### src/rtl/fn_tdm_pkg.sv
// Shared constants and lane encoding for the two-lane TDM serial demultiplexer.
package fn_tdm_pkg;

  localparam int WIDTH_DEF = 8;
  localparam int CNT_W_DEF = $clog2(WIDTH_DEF);

  typedef enum logic {
    LANE_A = 1'b0,
    LANE_B = 1'b1
  } lane_e;

  // Counter width for a lane of w bits; never below one bit.
  function automatic int cnt_width(input int w);
    return (w > 2) ? $clog2(w) : 1;
  endfunction

endpackage

### src/rtl/fn_tdm_demux_if.sv
// Serial stream in, two parallel lanes out; master drives the stream, slave is the demux.
interface fn_tdm_demux_if #(
  parameter int WIDTH = 8
);
  logic             din;
  logic             sel;
  logic             din_vld;
  logic             sof;
  logic [WIDTH-1:0] a_word;
  logic             a_vld;
  logic [WIDTH-1:0] b_word;
  logic             b_vld;
  logic             frm_err;

  modport master (
    output din, sel, din_vld, sof,
    input  a_word, a_vld, b_word, b_vld, frm_err
  );

  modport slave (
    input  din, sel, din_vld, sof,
    output a_word, a_vld, b_word, b_vld, frm_err
  );
endinterface

### src/rtl/fn_tdm_lane.sv
// One demux lane: MSB-first shift register, bit counter, completion pulse and frame clear.
module fn_tdm_lane
  import fn_tdm_pkg::*;
#(
  parameter int WIDTH = WIDTH_DEF
) (
  input  logic             clk,
  input  logic             rst_n,
  input  logic             clr,
  input  logic             shift_en,
  input  logic             din,
  output logic [WIDTH-1:0] word,
  output logic             vld,
  output logic             busy
);

  localparam int CNT_W = cnt_width(WIDTH);

  logic [CNT_W-1:0] cnt_q, cnt_d, cnt_base;
  logic [WIDTH-1:0] sr_q, sr_d, sr_base;
  logic [WIDTH-1:0] word_q, word_d;
  logic             vld_q, vld_d;

  // NOTE: every always_comb output gets a default first so no path leaves it unassigned (no latch).
  always_comb begin
    // A clear restarts the word before the current bit is applied.
    cnt_base = clr ? '0 : cnt_q;
    sr_base  = clr ? '0 : sr_q;
    cnt_d    = cnt_base;
    sr_d     = sr_base;
    word_d   = word_q;
    vld_d    = 1'b0;
    if (shift_en) begin
      sr_d = {sr_base[WIDTH-2:0], din};
      if (cnt_base == CNT_W'(WIDTH - 1)) begin
        word_d = {sr_base[WIDTH-2:0], din};
        vld_d  = 1'b1;
        cnt_d  = '0;
      end else begin
        cnt_d = cnt_base + CNT_W'(1);
      end
    end
  end

  // NOTE: sequential state uses non-blocking assignments only, so all flops update together.
  always_ff @(posedge clk) begin
    if (!rst_n) begin
      cnt_q  <= '0;
      sr_q   <= '0;
      word_q <= '0;
      vld_q  <= 1'b0;
    end else begin
      cnt_q  <= cnt_d;
      sr_q   <= sr_d;
      word_q <= word_d;
      vld_q  <= vld_d;
    end
  end

  assign word = word_q;
  assign vld  = vld_q;
  assign busy = (cnt_q != '0);

endmodule

### src/rtl/fn_tdm_demux.sv
// Two-lane TDM demultiplexer top: lane decode, start-of-frame alignment and truncation flag.
module fn_tdm_demux
  import fn_tdm_pkg::*;
#(
  parameter int WIDTH = WIDTH_DEF
) (
  input  logic                clk,
  input  logic                rst_n,
  fn_tdm_demux_if.slave       bus
);

  logic sof_qual;
  logic a_en, b_en;
  logic a_busy, b_busy;
  logic frm_err_q, frm_err_d;

  always_comb begin
    sof_qual  = bus.din_vld && bus.sof;
    a_en      = bus.din_vld && (bus.sel == LANE_A);
    b_en      = bus.din_vld && (bus.sel == LANE_B);
    // A frame start is only an error if it cuts off a word in progress.
    frm_err_d = sof_qual && (a_busy || b_busy);
  end

  always_ff @(posedge clk) begin
    if (!rst_n) frm_err_q <= 1'b0;
    else        frm_err_q <= frm_err_d;
  end

  fn_tdm_lane #(.WIDTH(WIDTH)) u_lane_a (
    .clk      (clk),
    .rst_n    (rst_n),
    .clr      (sof_qual),
    .shift_en (a_en),
    .din      (bus.din),
    .word     (bus.a_word),
    .vld      (bus.a_vld),
    .busy     (a_busy)
  );

  fn_tdm_lane #(.WIDTH(WIDTH)) u_lane_b (
    .clk      (clk),
    .rst_n    (rst_n),
    .clr      (sof_qual),
    .shift_en (b_en),
    .din      (bus.din),
    .word     (bus.b_word),
    .vld      (bus.b_vld),
    .busy     (b_busy)
  );

  assign bus.frm_err = frm_err_q;

endmodule
### src/flat_wrapper.sv
// flat-port wrapper written by rule: the top's interface ports become plain ports
module fn_tdm_demux_flat import fn_tdm_pkg::*;
#(
  parameter int WIDTH = WIDTH_DEF
)
  (clk, rst_n, bus_din, bus_sel, bus_din_vld, bus_sof, bus_a_word, bus_a_vld, bus_b_word, bus_b_vld, bus_frm_err);
  fn_tdm_demux_if #(.WIDTH(WIDTH)) bus_i ();
  input  logic clk;
  input  logic rst_n;
  input wire logic [$bits(bus_i.din)-1:0] bus_din;
  input wire logic [$bits(bus_i.sel)-1:0] bus_sel;
  input wire logic [$bits(bus_i.din_vld)-1:0] bus_din_vld;
  input wire logic [$bits(bus_i.sof)-1:0] bus_sof;
  output wire logic [$bits(bus_i.a_word)-1:0] bus_a_word;
  output wire logic [$bits(bus_i.a_vld)-1:0] bus_a_vld;
  output wire logic [$bits(bus_i.b_word)-1:0] bus_b_word;
  output wire logic [$bits(bus_i.b_vld)-1:0] bus_b_vld;
  output wire logic [$bits(bus_i.frm_err)-1:0] bus_frm_err;
  assign bus_i.din = bus_din;
  assign bus_i.sel = bus_sel;
  assign bus_i.din_vld = bus_din_vld;
  assign bus_i.sof = bus_sof;
  assign bus_a_word = bus_i.a_word;
  assign bus_a_vld = bus_i.a_vld;
  assign bus_b_word = bus_i.b_word;
  assign bus_b_vld = bus_i.b_vld;
  assign bus_frm_err = bus_i.frm_err;
  fn_tdm_demux #(.WIDTH(WIDTH)) u_core (.clk(clk), .rst_n(rst_n), .bus(bus_i));
endmodule
### config.mk
export PLATFORM = sky130hd
export DESIGN_NAME = fn_tdm_demux_flat
export DESIGN_NICKNAME = d
export VERILOG_FILES = /design/src/rtl/fn_tdm_pkg.sv /design/src/rtl/fn_tdm_demux_if.sv /design/src/rtl/fn_tdm_lane.sv /design/src/rtl/fn_tdm_demux.sv /design/src/flat_wrapper.sv
export SDC_FILE = /design/constraint.sdc
export NUM_CORES = 1
export LEC_CHECK = 0
export CORE_MARGIN = 2
export CORE_UTILIZATION = 45
export DETAILED_ROUTE_END_ITERATION = 8
export PLACE_DENSITY = 0.72
export SETUP_SLACK_MARGIN = 0.02
export SKIP_LAST_GASP = 1
export SYNTH_ARGS = -nofsm -noshare
export SYNTH_HDL_FRONTEND = slang
export SYNTH_SLANG_ARGS = --single-unit
### constraint.sdc
create_clock -name clk -period 1.67 [get_ports clk]
set_input_delay 0.334 -clock clk [delete_from_list [all_inputs] [get_ports clk]]
set_output_delay 0.334 -clock clk [all_outputs]
set_load 0.02 [all_outputs]
Word-level counts from Yosys, hierarchy flattened
Cells that the tools add are included.
{ "totals": {"regBits": 39, "latchBits": 0, "mem_bits_rw": 0, "mem_bits_ro": 0, "in_bits": 6, "out_inout_bits": 19, "memories": 0} }
{ "op_classes": {"addsub": 2, "mul": 0, "div_mod_pow": 0, "order_cmp": 0, "eq_ne": 2, "shifts": 0, "n_mux": 12, "n_bitwise": 1, "n_reduce_logical": 11} }
{ "ops": {"columns": ["cell", "n"], "rows": [
  ["$mux W7", 4],
  ["$mux W3", 6],
  ["$reduce_and A2 Y1", 4],
  ["$add A3 B1 Y3 const B", 2],
  ["$eq A3 B3 Y1 const B", 2],
  ["$reduce_bool A3 Y1", 2],
  ["$logic_and A1 B1 Y1", 4],
  ["$mux W1", 2],
  ["$logic_or A1 B1 Y1", 1],
  ["$not A1 Y1", 1]
]} }

Depth between registers and ports, before layout
Gate-level depths: netlist of run 1.
{ "logic_depth": {"ltp_word": 5, "mapped_depth": 10, "depth_no_buf": 7} }

Cells and area by module
A second synthesis of run 1 with hierarchy kept.
{ "unflattened": {"hier_cells": 161, "hier_area_um2": 1646.6} }
{ "modules_own_cells": {"columns": ["mod", "n_inst", "cells_per_inst", "area_per_inst_um2"], "rows": [
  ["fn_tdm_lane", 2, 78, 798.3],
  ["fn_tdm_demux", 1, 5, 50.0]
]} }

Worst setup path before layout of run 1
OpenSTA, ideal clock, no wires.
{ "synth_timing": {"path_type": "input port to flip-flop", "startpoint": "in bus_din_vld", "endpoint": "reg u_core.u_lane_b.word_q[6], in the netlist u_core.u_lane_b.word[6]", "setup_ns": 0.114, "t_arrival_ns": 1.637, "setup_slack_ns": -0.080, "cell_stages": 10, "path_cell_list": "buf_4 nand2_1 and2_1 ha_1 ha_1 and3_1 buf_4 buf_6 nand3_2 o21ai_2"} }
{ "synth_via": {"elab_chain_cells": 4} }
{ "synth_rtl": {"columns": ["element", "line_no", "rtl"], "rows": [
  ["start: declaration", "flat_wrapper.sv:12", "input wire logic [$bits(bus_i.din_vld)-1:0] bus_din_vld;"],
  ["$logic_and A1 B1 Y1", "fn_tdm_demux.sv:18", "sof_qual = bus.din_vld && bus.sof;"],
  ["$mux W3", "fn_tdm_lane.sv:27", "cnt_base = clr ? '0 : cnt_q;"],
  ["$eq A3 B3 Y1", "fn_tdm_lane.sv:35", "if (cnt_base == CNT_W'(WIDTH - 1)) begin"],
  ["$reduce_and A2 Y1 (no line)", null, null],
  ["end signal: assignment", "fn_tdm_lane.sv:55", "word_q <= word_d;"],
  ["end: declaration", "fn_tdm_lane.sv:21", "logic [WIDTH-1:0] word_q, word_d;"]
]} }
Several ways; a longest one is shown, not always the timed one.
A chain may end at the register's enable or synchronous reset.

Final worst setup path of run 1
{ "layout_timing": {"startpoint": "reg u_core.frm_err_q, in the netlist u_core.bus.frm_err", "endpoint": "out bus_frm_err"} }
{ "layout_lines": {"columns": ["element", "line_no", "rtl"], "rows": [
  ["start: declaration", "fn_tdm_demux.sv:15", "logic frm_err_q, frm_err_d;"],
  ["start signal: assignment", "fn_tdm_demux.sv:27", "else frm_err_q <= frm_err_d;"],
  ["end: declaration", "flat_wrapper.sv:18", "output wire logic [$bits(bus_i.frm_err)-1:0] bus_frm_err;"]
]} }
No word-level cell between the ends.

==> run_results.csv, run 1 <==
group,metric,value,unit
drt,viasPerCell,5.17,
synthesis,postSynth.asyncResetShare,0,
worst_setup_path,critPathLaunchType,"flip-flop",
synthesis,synth_top_area_cell,"dfxtp_1",
layout,n_antenna_cell,0,
clock_network,cts_buffers,5,
sta,finalSetupViolCount,0,
synthesis,yosys_most_used_dff,"dfxtp_1",
clock_network,clock_latency,0.37,ns
worst_setup_path,crit_chain,"clkdlybuf4s50_1",
worst_setup_path,path_max_fanout,1,
grt,first_global_vias,1321,
sta,period_needed,1.62,ns
synthesis,synth_edf_count,0,
clock_network,htree_levels,2,
worst_setup_path,critPathRequiredTime,1.34,ns
layout,nets,231,
sta,drv_slew,0,
floorplan,die_area,4130,sq um
worst_setup_path,cp_top_family,"buffers and inverters",
worst_setup_path,crit_slowest_cell,"clkdlybuf4s50_1",
layout,syn_to_final_growth,26.3,%
placement,dp_slack,-0.563,ns
layout,final_cells,268,
drt,detail_route.iter0.violations,66,
power,leakagePower,0.912,nW
sta,grt_setup_unrepaired,"no",
synthesis,ys_types,27,
synthesis,netlist_top_cells_area,"dfxtp_1, nand2_1, nand3_1",
min_path,min_from,"u_core.u_lane_b.word[1]",
grt,grt_pass1_wl,5.99,mm
floorplan,die_width,64.3,um
clock_network,clock-sinks,39,
synthesis,ys_seq_area_frac,0.478,
power,p_per_area,897,nW/um^2
floorplan,floorplan.initialDensity,0.478,
synthesis,ys_ff_latch,39,
sta,finalCritPeriodShare,0.968,
sta,worstMarginPinSlew,0.481,ns
floorplan,die_h,64.3,um
drt,drt-pass1-iter-count,4,
worst_setup_path,worst-path-buf-inv,1,
synthesis,avgSynthCellArea,8.65,sq um
flow_run,max-cap-violations,0,
placement,io_buffers,24,
floorplan,ios,25,
grt,grtUsageTotal,0.191,
drt,drc,0,
drt,drt.antenna.violating_nets,0,
placement,dp_cells,257,
clock_network,cts_buffer_depth,2,
synthesis,syn_area,1630,sq um
floorplan,core.rowCount,21,
synthesis,yosysTopAreaCellShare,0.478,
grt,grt_overflow,0,
drt,route.final.wire_length,3.48,mm
sta,tns,0,ns
synthesis,ys_warn_count,0,
sta,maxSlewHeadroom,0.676,
drt,routedWlPerCell,13.0,um
power,irDropWorstVdd,0.569,mV
grt,antenna_found_initial,0,
min_path,hold_path_class,"flip-flop to flip-flop",
synthesis,synthTopCellsByCount,"nand2_1, dfxtp_1, nand3_1",
worst_setup_path,cp_data_arrival_time,1.28,ns
worst_setup_path,crit_start,"u_core.bus.frm_err",
layout,fill_cells,325,
worst_setup_path,critPathCaptureType,"output pin",
synthesis,synth_most_common_cell,"nand2_1",
placement,dp_hpwl,2.49,mm
clock_network,cts_tree,"done",
placement,place.gp.congestion,0.802,
worst_setup_path,cpPeakStageDelay,0.59,ns
sta,final_hold_viol_count,0,
layout,drive_gt1_frac,0.176,
sta,fmax,618,MHz
floorplan,coreArea,3420,sq um
clock_network,cts.reportedPaths.clkPinSlew,0.12,ns
drt,vias,1385,
grt,grt_start_max_net_pins,18,
synthesis,syn_nets,199,
layout,post-route-util,0.604,
outcome,status,"complete, no violations",
worst_setup_path,r2r-start,"u_core.u_lane_a.cnt_q[1]",
sta,finClkSkew,0.0131,ns
sta,finalWorstSetupSlack,0.0531,ns
synthesis,syn_inst,189,
clock_network,ctsHoldBuffers,0,
clock_network,cts_root_buf,"clkbuf_4",
worst_setup_path,crit_type,"flip-flop to output pin",
[path summary, 6_finish.rpt]
path | slack [ns] | depth (start not counted) | end
min reg2reg | 0.45 | 2 | u_core.u_lane_b.word[1]
max reg2reg | 0.14 | 6 | u_core.u_lane_a.word[3]
min | 0.45 | 2 | u_core.u_lane_b.word[1]
max | 0.05 | 1 | bus_frm_err
[state kept, by name, indices dropped and copies added, names as in the netlist]
| signal | count |
|---|---|
| u_core.bus.frm_err | 1 |
| u_core.u_lane_a.cnt_q | 3 |
| u_core.u_lane_a.sr_q | 7 |
| u_core.u_lane_a.vld | 1 |
| u_core.u_lane_a.word | 8 |
| u_core.u_lane_b.cnt_q | 3 |
| u_core.u_lane_b.sr_q | 7 |
| u_core.u_lane_b.vld | 1 |
| u_core.u_lane_b.word | 8 |
[metal layers]
| metal | up-vias | global-route usage | share of wire |
|---|---|---|---|
| li1 | 695 | - | - |
| met1 | 661 | 0.209 | 0.42 |
| met2 | 22 | 0.333 | 0.53 |
| met3 | 7 | 0.0440 | 0.035 |
| met4 | 0 | 0.112 | 0.020 |
| met5 | - | 0 | 0 |
[power by group]
group | total (mW) | internal (mW) | switching (mW)
clock network | 0.790 | 0.467 | 0.323
registers | 0.945 | 0.938 | 0.00631
logic | 0.117 | 0.0477 | 0.0692
total | 1.85 | 1.45 | 0.398
[cells in the final DEF, fill, tap and decap left out]
cell type / instances
o22ai_1: 1
dfxtp_1: 39
clkbuf_1: 1
a21boi_4: 1
nand2_1: 50
nor2_1: 1
bufinv_16: 2
nand2_4: 1
o21ai_1: 6
ha_1: 4
inv_1: 1
a21boi_1: 1
o21ai_0: 5
and3_1: 1
buf_4: 13
and2_1: 9
clkdlybuf4s50_1: 5
clkbuf_4: 5
o21ai_2: 10
and3b_2: 1
a21oi_1: 14
nand3_1: 21
buf_12: 2
and2b_1: 1
o2bb2ai_1: 1
nand3_2: 4
nand2b_1: 1
nor4_1: 1
mux2i_1: 1
dlygate4sd2_1: 16
dlymetal6s2s_1: 3
[through the flow]
| stage | hold slack (ns) | cell area (sq um) | total power, mW |
|---|---|---|---|
| floorplan | 0.437 | 1650 | 1.04 |
| global placement | 0.437 | 1950 | 1.08 |
| detailed placement | 0.440 | 1950 | 1.08 |
| CTS | 0.455 | 2060 | 1.86 |
| global route | 0.480 | 2060 | 1.92 |
| finish | 0.452 | 2060 | 1.85 |
[worst min-delay path, stage by stage (launching register included)]
cell	delay (ns)
dfxtp_1	0.32
nand2_1	0.05
o21ai_1	0.05
[logic make-up after synthesis]
| logic type | after synthesis | synth area share |
|---|---|---|
| flip-flops | 39 | 0.478 |
| AND/OR/NAND/NOR | 91 | 0.264 |
| adder cells (fa/ha/maj) | 4 | 0.0306 |
| AO/OA/AOI/OAI | 39 | 0.155 |
| buffers and inverters | 15 | 0.0658 |
| multiplexers | 1 | 0.00613 |
[cell type report]
type / instances / area (sq um) / share of cell area
sequential: 39 / 781 / 0.378
clock buffer: 6 / 41.3 / 0.0200
multi-input combinational: 135 / 754 / 0.366
clock inverter: 2 / 60.1 / 0.0291
tap: 46 / 57.6 / 0.0279
inverter: 1 / 3.75 / 0.00182
timing repair buffer: 39 / 365 / 0.177
[what timing repair did]
item,4_1_cts,5_1_grt
setup endpoints to repair,32,3
buffers inserted,3,0
gates resized for setup,17,3
endpoints found under the hold margin,0,0
Power figures use the tool's default switching activity.
==> run 2: changes to the inputs <==
--- a/config.mk
+++ b/config.mk
@@ -8,9 +8,8 @@
 export CORE_MARGIN = 2
 export CORE_UTILIZATION = 45
 export DETAILED_ROUTE_END_ITERATION = 8
-export PLACE_DENSITY = 0.72
+export PLACE_DENSITY = 0.69
 export SETUP_SLACK_MARGIN = 0.02
-export SKIP_LAST_GASP = 1
 export SYNTH_ARGS = -nofsm -noshare
 export SYNTH_HDL_FRONTEND = slang
 export SYNTH_SLANG_ARGS = --single-unit
==> constraint.sdc (replaced) <==
create_clock -name clk -period 1.7 [get_ports clk]
set_input_delay 0.34 -clock clk [delete_from_list [all_inputs] [get_ports clk]]
set_output_delay 0.34 -clock clk [all_outputs]
set_load 0.02 [all_outputs]
==> run 2 against run 1 <==
Cell count is 0.37% higher. Non-clock buffer count is 1 higher. Global-route usage is 0.16 points higher. Design area is 1.9% higher. Critical path depth stayed put. Via count is 0.29% higher. Wire length is 3.7% higher. Die area stayed put. Register-to-register slack better by 0.02 ns. Clock power is 0.8% lower. Sequential power is 2% lower. Largest power group unchanged.
==> run_results.csv, run 2 (synthesized netlist as in run 1, its figures left out) <==
group,metric,value,unit
flow_run,max-cap-violations,0,
drt,detail_route.iter0.violations,56,
clock_network,cts.reportedPaths.clkPinSlew,0.12,ns
drt,drt.antenna.violating_nets,0,
outcome,status,"complete, no violations",
layout,final_cells,269,
layout,final_common_cell,"nand2_1",
sta,finClkSkew,0.0169,ns
placement,place.gp.congestion,0.795,
worst_setup_path,r2r-start,"u_core.u_lane_a.cnt_q[0]",
worst_setup_path,cp_top_family,"buffers and inverters",
floorplan,floorplan.initialDensity,0.478,
sta,final_hold_viol_count,0,
power,p_per_area,868,nW/um^2
layout,final_cell_mix,"nand2_1, dfxtp_1, nand3_1",
placement,io_buffers,24,
placement,dp_cells,257,
min_path,min_from,"u_core.u_lane_b.word[1]",
sta,finalCritPeriodShare,0.953,
grt,grt_overflow,0,
min_path,min_path_cells,2,
power,irDropWorstVdd,0.690,mV
layout,syn_to_final_growth,28.7,%
worst_setup_path,path_depth,1,
drt,viasPerCell,5.16,
worst_setup_path,worst-path-buf-inv,1,
power,power,1.83,mW
grt,grt_pass1_wl,6.07,mm
worst_setup_path,rr_worst_depth,7,
placement,dp_hpwl,2.53,mm
floorplan,die_width,64.3,um
sta,fmax,617,MHz
layout,nets,232,
clock_network,ctsHoldBuffers,0,
worst_setup_path,r2r_setup_slack,0.16,ns
drt,routedWlPerCell,13.4,um
floorplan,die_h,64.3,um
worst_setup_path,critPathRequiredTime,1.36,ns
sta,drv_slew,0,
clock_network,cts_buffers,5,
drt,drc,0,
floorplan,coreArea,3420,sq um
layout,post-route-util,0.616,
worst_setup_path,rr_endpoint,"u_core.u_lane_a.word[4]",
min_path,hold_path_class,"flip-flop to flip-flop",
worst_setup_path,critPathLaunchType,"flip-flop",
grt,antenna_found_initial,0,
clock_network,cts_root_buf,"clkbuf_4",
worst_setup_path,crit_slowest_cell,"clkdlybuf4s50_1",
sta,finalSetupViolCount,0,
worst_setup_path,crit_chain,"clkdlybuf4s50_1",
worst_setup_path,crit_type,"flip-flop to output pin",
worst_setup_path,path_max_fanout,1,
min_path,hold_end,"u_core.u_lane_b.word[1]",
grt,grtUsageTotal,0.192,
drt,vias,1389,
power,leakagePower,1.06,nW
clock_network,clock_latency,0.37,ns
sta,maxSlewHeadroom,0.734,
grt,grt_start_max_net_pins,19,
worst_setup_path,cpPeakStageDelay,0.59,ns
layout,drive_gt1_frac,0.188,
drt,drt-pass1-iter-count,4,
sta,worstMarginPinSlew,0.398,ns
grt,first_global_vias,1359,
sta,fin_hold_ws,0.457,ns
drt,route.final.wire_length,3.61,mm
clock_network,cts_tree,"done",
layout,n_antenna_cell,0,
clock_network,cts_buffer_depth,2,
worst_setup_path,critPathCaptureType,"output pin",
sta,grt_setup_unrepaired,"no",
sta,period_needed,1.62,ns
floorplan,ios,25,
layout,fill_cells,303,
floorplan,die_area,4130,sq um
clock_network,htree_levels,2,
worst_setup_path,cp_data_arrival_time,1.28,ns
clock_network,clock-sinks,39,
floorplan,core.rowCount,21,
[run 2: changes by cell type in the layout (fill, tap and decap cells not counted), sizes merged]
cell	before	now
clkdlybuf4s50	5	4
buf	15	16
dlygate4sd2	16	7
dlymetal6s2s	3	13
clkinvlp	0	1
clkbuf	6	5
[run 2: timing repair]
item	in CTS	in global routing
resized for setup	10	13
gates cloned	0	0
setup buffers	4	0
setup endpoints to repair	23	13
[run 2: worst register-to-register path, cell delays in order (launching register included)]
cell and delay (ns):
dfxtp_1 0.36, and2_1 0.15, ha_1 0.18, ha_1 0.17, and3b_2 0.27, buf_4 0.16
nand3_1 0.09, o21ai_2 0.05
[run 2: final cells by class]
type                    count  area [sq um]  area share
flip-flops and latches     39           781       0.371
repair buffers             40           397       0.189
multi-input cells         135           759       0.361
inverters                   1          3.75     0.00178
clock inverters             3          67.6      0.0321
well taps                  46          57.6      0.0274
clock buffers               5          37.5      0.0178
[run 2: where the power goes]
part,switching (mW),internal (mW)
clock network,0.327,0.457
registers,0.00597,0.922
logic,0.0692,0.0453
total,0.403,1.42
[run 2: worst max path at each step]
stage / startpoint / end / slack (ns)
floorplan: bus_din_vld / u_core.u_lane_b.word[6] / 0.03
global placement: bus_sof / u_core.u_lane_a.word[6] / -0.50
detailed placement: bus_sof / u_core.u_lane_a.word[4] / -0.57
CTS: u_core.u_lane_b.word[5] / bus_b_word[5] / 0.02
global route: u_core.u_lane_b.vld / bus_b_vld / 0.03
finish: u_core.u_lane_b.vld / bus_b_vld / 0.08
[run 2: per-stage QoR]
stage | setup TNS [ns] | instance area (sq um) | setup slack (ns)
floorplan | 0 | 1650 | 0.0277
global placement | -8.55 | 1940 | -0.503
detailed placement | -9.88 | 1940 | -0.568
CTS | 0 | 2070 | 0.0207
global route | 0 | 2100 | 0.0299
finish | 0 | 2100 | 0.0791
[run 2: per-layer routing]
metal	part of all wire	vias to the layer above	global-route usage
li1	-	696	-
met1	0.45	668	0.215
met2	0.50	20	0.331
met3	0.033	5	0.0704
met4	0.016	0	0.0745
met5	0	-	0
==> run 3: changes to the inputs <==
--- a/config.mk
+++ b/config.mk
@@ -6,9 +6,9 @@
 export NUM_CORES = 1
 export LEC_CHECK = 0
 export CORE_MARGIN = 2
-export CORE_UTILIZATION = 45
+export CORE_UTILIZATION = 37
 export DETAILED_ROUTE_END_ITERATION = 8
-export PLACE_DENSITY = 0.69
+export PLACE_DENSITY = 0.59
 export SETUP_SLACK_MARGIN = 0.02
 export SYNTH_ARGS = -nofsm -noshare
 export SYNTH_HDL_FRONTEND = slang
==> run 3 against run 2 <==
Core utilization is 14 points lower. Non-clock buffer count is 6 lower. Via count is 5.4% lower. Clock-buffer cell count is 1 higher. Critical path depth is 8 higher. Wire length is 6.6% lower. First-iteration DRC count is 3.6% lower. Hold slack worse by 0.0070 ns. Sequential power hardly changed. Cell count is 0.37% higher. Global-route usage is 5.3 points lower. Clock power is 1% higher. Critical path type is now input pin to flip-flop. Largest cell class unchanged.
==> run_results.csv, run 3 (synthesized netlist as in run 1, its figures left out) <==
group,metric,value,unit
placement,place.gp.congestion,0.692,
sta,tns,0,ns
clock_network,clock-sinks,39,
floorplan,die_width,70.5,um
floorplan,ios,25,
sta,finalWorstSetupSlack,0.0893,ns
sta,maxSlewHeadroom,0.684,
layout,n_antenna_cell,0,
flow_run,max-cap-violations,0,
outcome,status,"complete, no violations",
grt,grt_pass1_wl,5.45,mm
sta,period_needed,1.61,ns
power,irDropWorstVdd,0.507,mV
layout,multi_input_area,763,sq um
power,leakagePower,0.774,nW
sta,drv_slew,0,
power,power,1.82,mW
placement,place_area,1930,sq um
layout,nets,227,
layout,final_cells,270,
clock_network,cts_buffers,5,
worst_setup_path,cp_data_arrival_time,1.83,ns
sta,grt_setup_unrepaired,"no",
layout,seq_area,781,sq um
drt,detail_route.iter0.violations,54,
drt,drc,0,
clock_network,htree_levels,2,
drt,routedWlPerCell,12.5,um
layout,fill_cells,457,
sta,finClkSkew,0.00714,ns
placement,io_buffers,24,
clock_network,cts.reportedPaths.clkPinSlew,0.08,ns
drt,drt-pass1-iter-count,4,
placement,dp_hpwl,2.26,mm
layout,syn_to_final_growth,25.8,%
floorplan,die_h,70.5,um
sta,final_hold_viol_count,0,
layout,final_common_cell,"nand2_1",
grt,grtUsageTotal,0.139,
worst_setup_path,critPathCaptureType,"flip-flop",
layout,post-route-util,0.479,
clock_network,cts_buffer_depth,2,
sta,fmax,621,MHz
clock_network,ctsHoldBuffers,0,
layout,final_cell_mix,"nand2_1, dfxtp_1, clkdlybuf4s50_1",
sta,fin_hold_ws,0.450,ns
grt,grt_overflow,0,
placement,dp_cells,261,
floorplan,core.rowCount,24,
worst_setup_path,critPathRequiredTime,1.92,ns
placement,dp_slack,-0.530,ns
power,p_per_area,887,nW/um^2
clock_network,cts_setup_buffers,0,
sta,worstMarginPinSlew,0.473,ns
worst_setup_path,path_max_fanout,16,
worst_setup_path,critPathLaunchType,"input pin",
grt,grt_start_max_net_pins,29,
floorplan,floorplan.initialDensity,0.381,
floorplan,coreArea,4290,sq um
grt,first_global_vias,1161,
drt,route.final.wire_length,3.37,mm
grt,antenna_found_initial,0,
worst_setup_path,crit_type,"input pin to flip-flop",
sta,finalCritPeriodShare,0.947,
drt,drt.antenna.violating_nets,0,
clock_network,clock_latency,0.29,ns
drt,vias,1314,
min_path,hold_path_class,"flip-flop to flip-flop",
layout,stdcell_area,2060,sq um
drt,viasPerCell,4.87,
floorplan,die_area,4960,sq um
sta,finalSetupViolCount,0,
layout,drive_gt1_frac,0.161,
clock_network,cts_root_buf,"clkbuf_8",
clock_network,cts_tree,"done",
==> run 3: cell types whose count changed in the layout (fill, tap and decap cells not counted), moves of 5 or more <==
cell,change
clkbuf_8,+6
clkbuf_4,-5
buf_4,-6
dlymetal6s2s_1,-13
clkdlybuf4s50_1,+18
dlygate4sd2_1,-5
==> run 3: cell type report <==
class | instances | area share
tap | 52 | 0.0316
timing repair buffer | 34 | 0.158
sequential | 39 | 0.380
multi-input combinational | 136 | 0.371
clock buffer | 6 | 0.0402
inverter | 1 | 0.00183
clock inverter | 2 | 0.0170
==> run 3: path summary, 6_finish.rpt <==
path	start	endpoint	slack [ns]	cells past startpoint
setup reg to reg	u_core.u_lane_b.cnt_q[0]	u_core.u_lane_b.word[2]	0.17	7
setup / recovery	bus_din_vld	u_core.u_lane_b.word[2]	0.09	9
hold / removal	u_core.u_lane_b.word[3]	u_core.u_lane_b.word[3]	0.45	2
hold reg to reg	u_core.u_lane_b.word[3]	u_core.u_lane_b.word[3]	0.45	2
==> run 3: power by group <==
group | switching, mW | internal (mW)
sequential | 0.00661 | 0.921
combinational | 0.0671 | 0.0377
clock | 0.317 | 0.475
total | 0.391 | 1.43
==> run 3: what timing repair did <==
item	CTS	global route
gates resized for setup	3	0
gates cloned	0	1
endpoints found under the setup margin	18	6
==> run 3: worst max-delay path, stage by stage <==
cell,delay (ns)
dlygate4sd2_1,0.26
nand2_4,0.08
and2_1,0.16
ha_1,0.19
ha_1,0.18
and3_1,0.21
buf_12,0.15
buf_4,0.13
o21ai_1,0.13
==> run 3: routing by layer <==
| metal | track usage | vias to the layer above | share of wire |
|---|---|---|---|
| li1 | - | 691 | - |
| met1 | 0.178 | 595 | 0.48 |
| met2 | 0.219 | 28 | 0.47 |
| met3 | 0.0462 | 0 | 0.044 |
| met4 | 0.0449 | 0 | 0 |
| met5 | 0 | - | 0 |
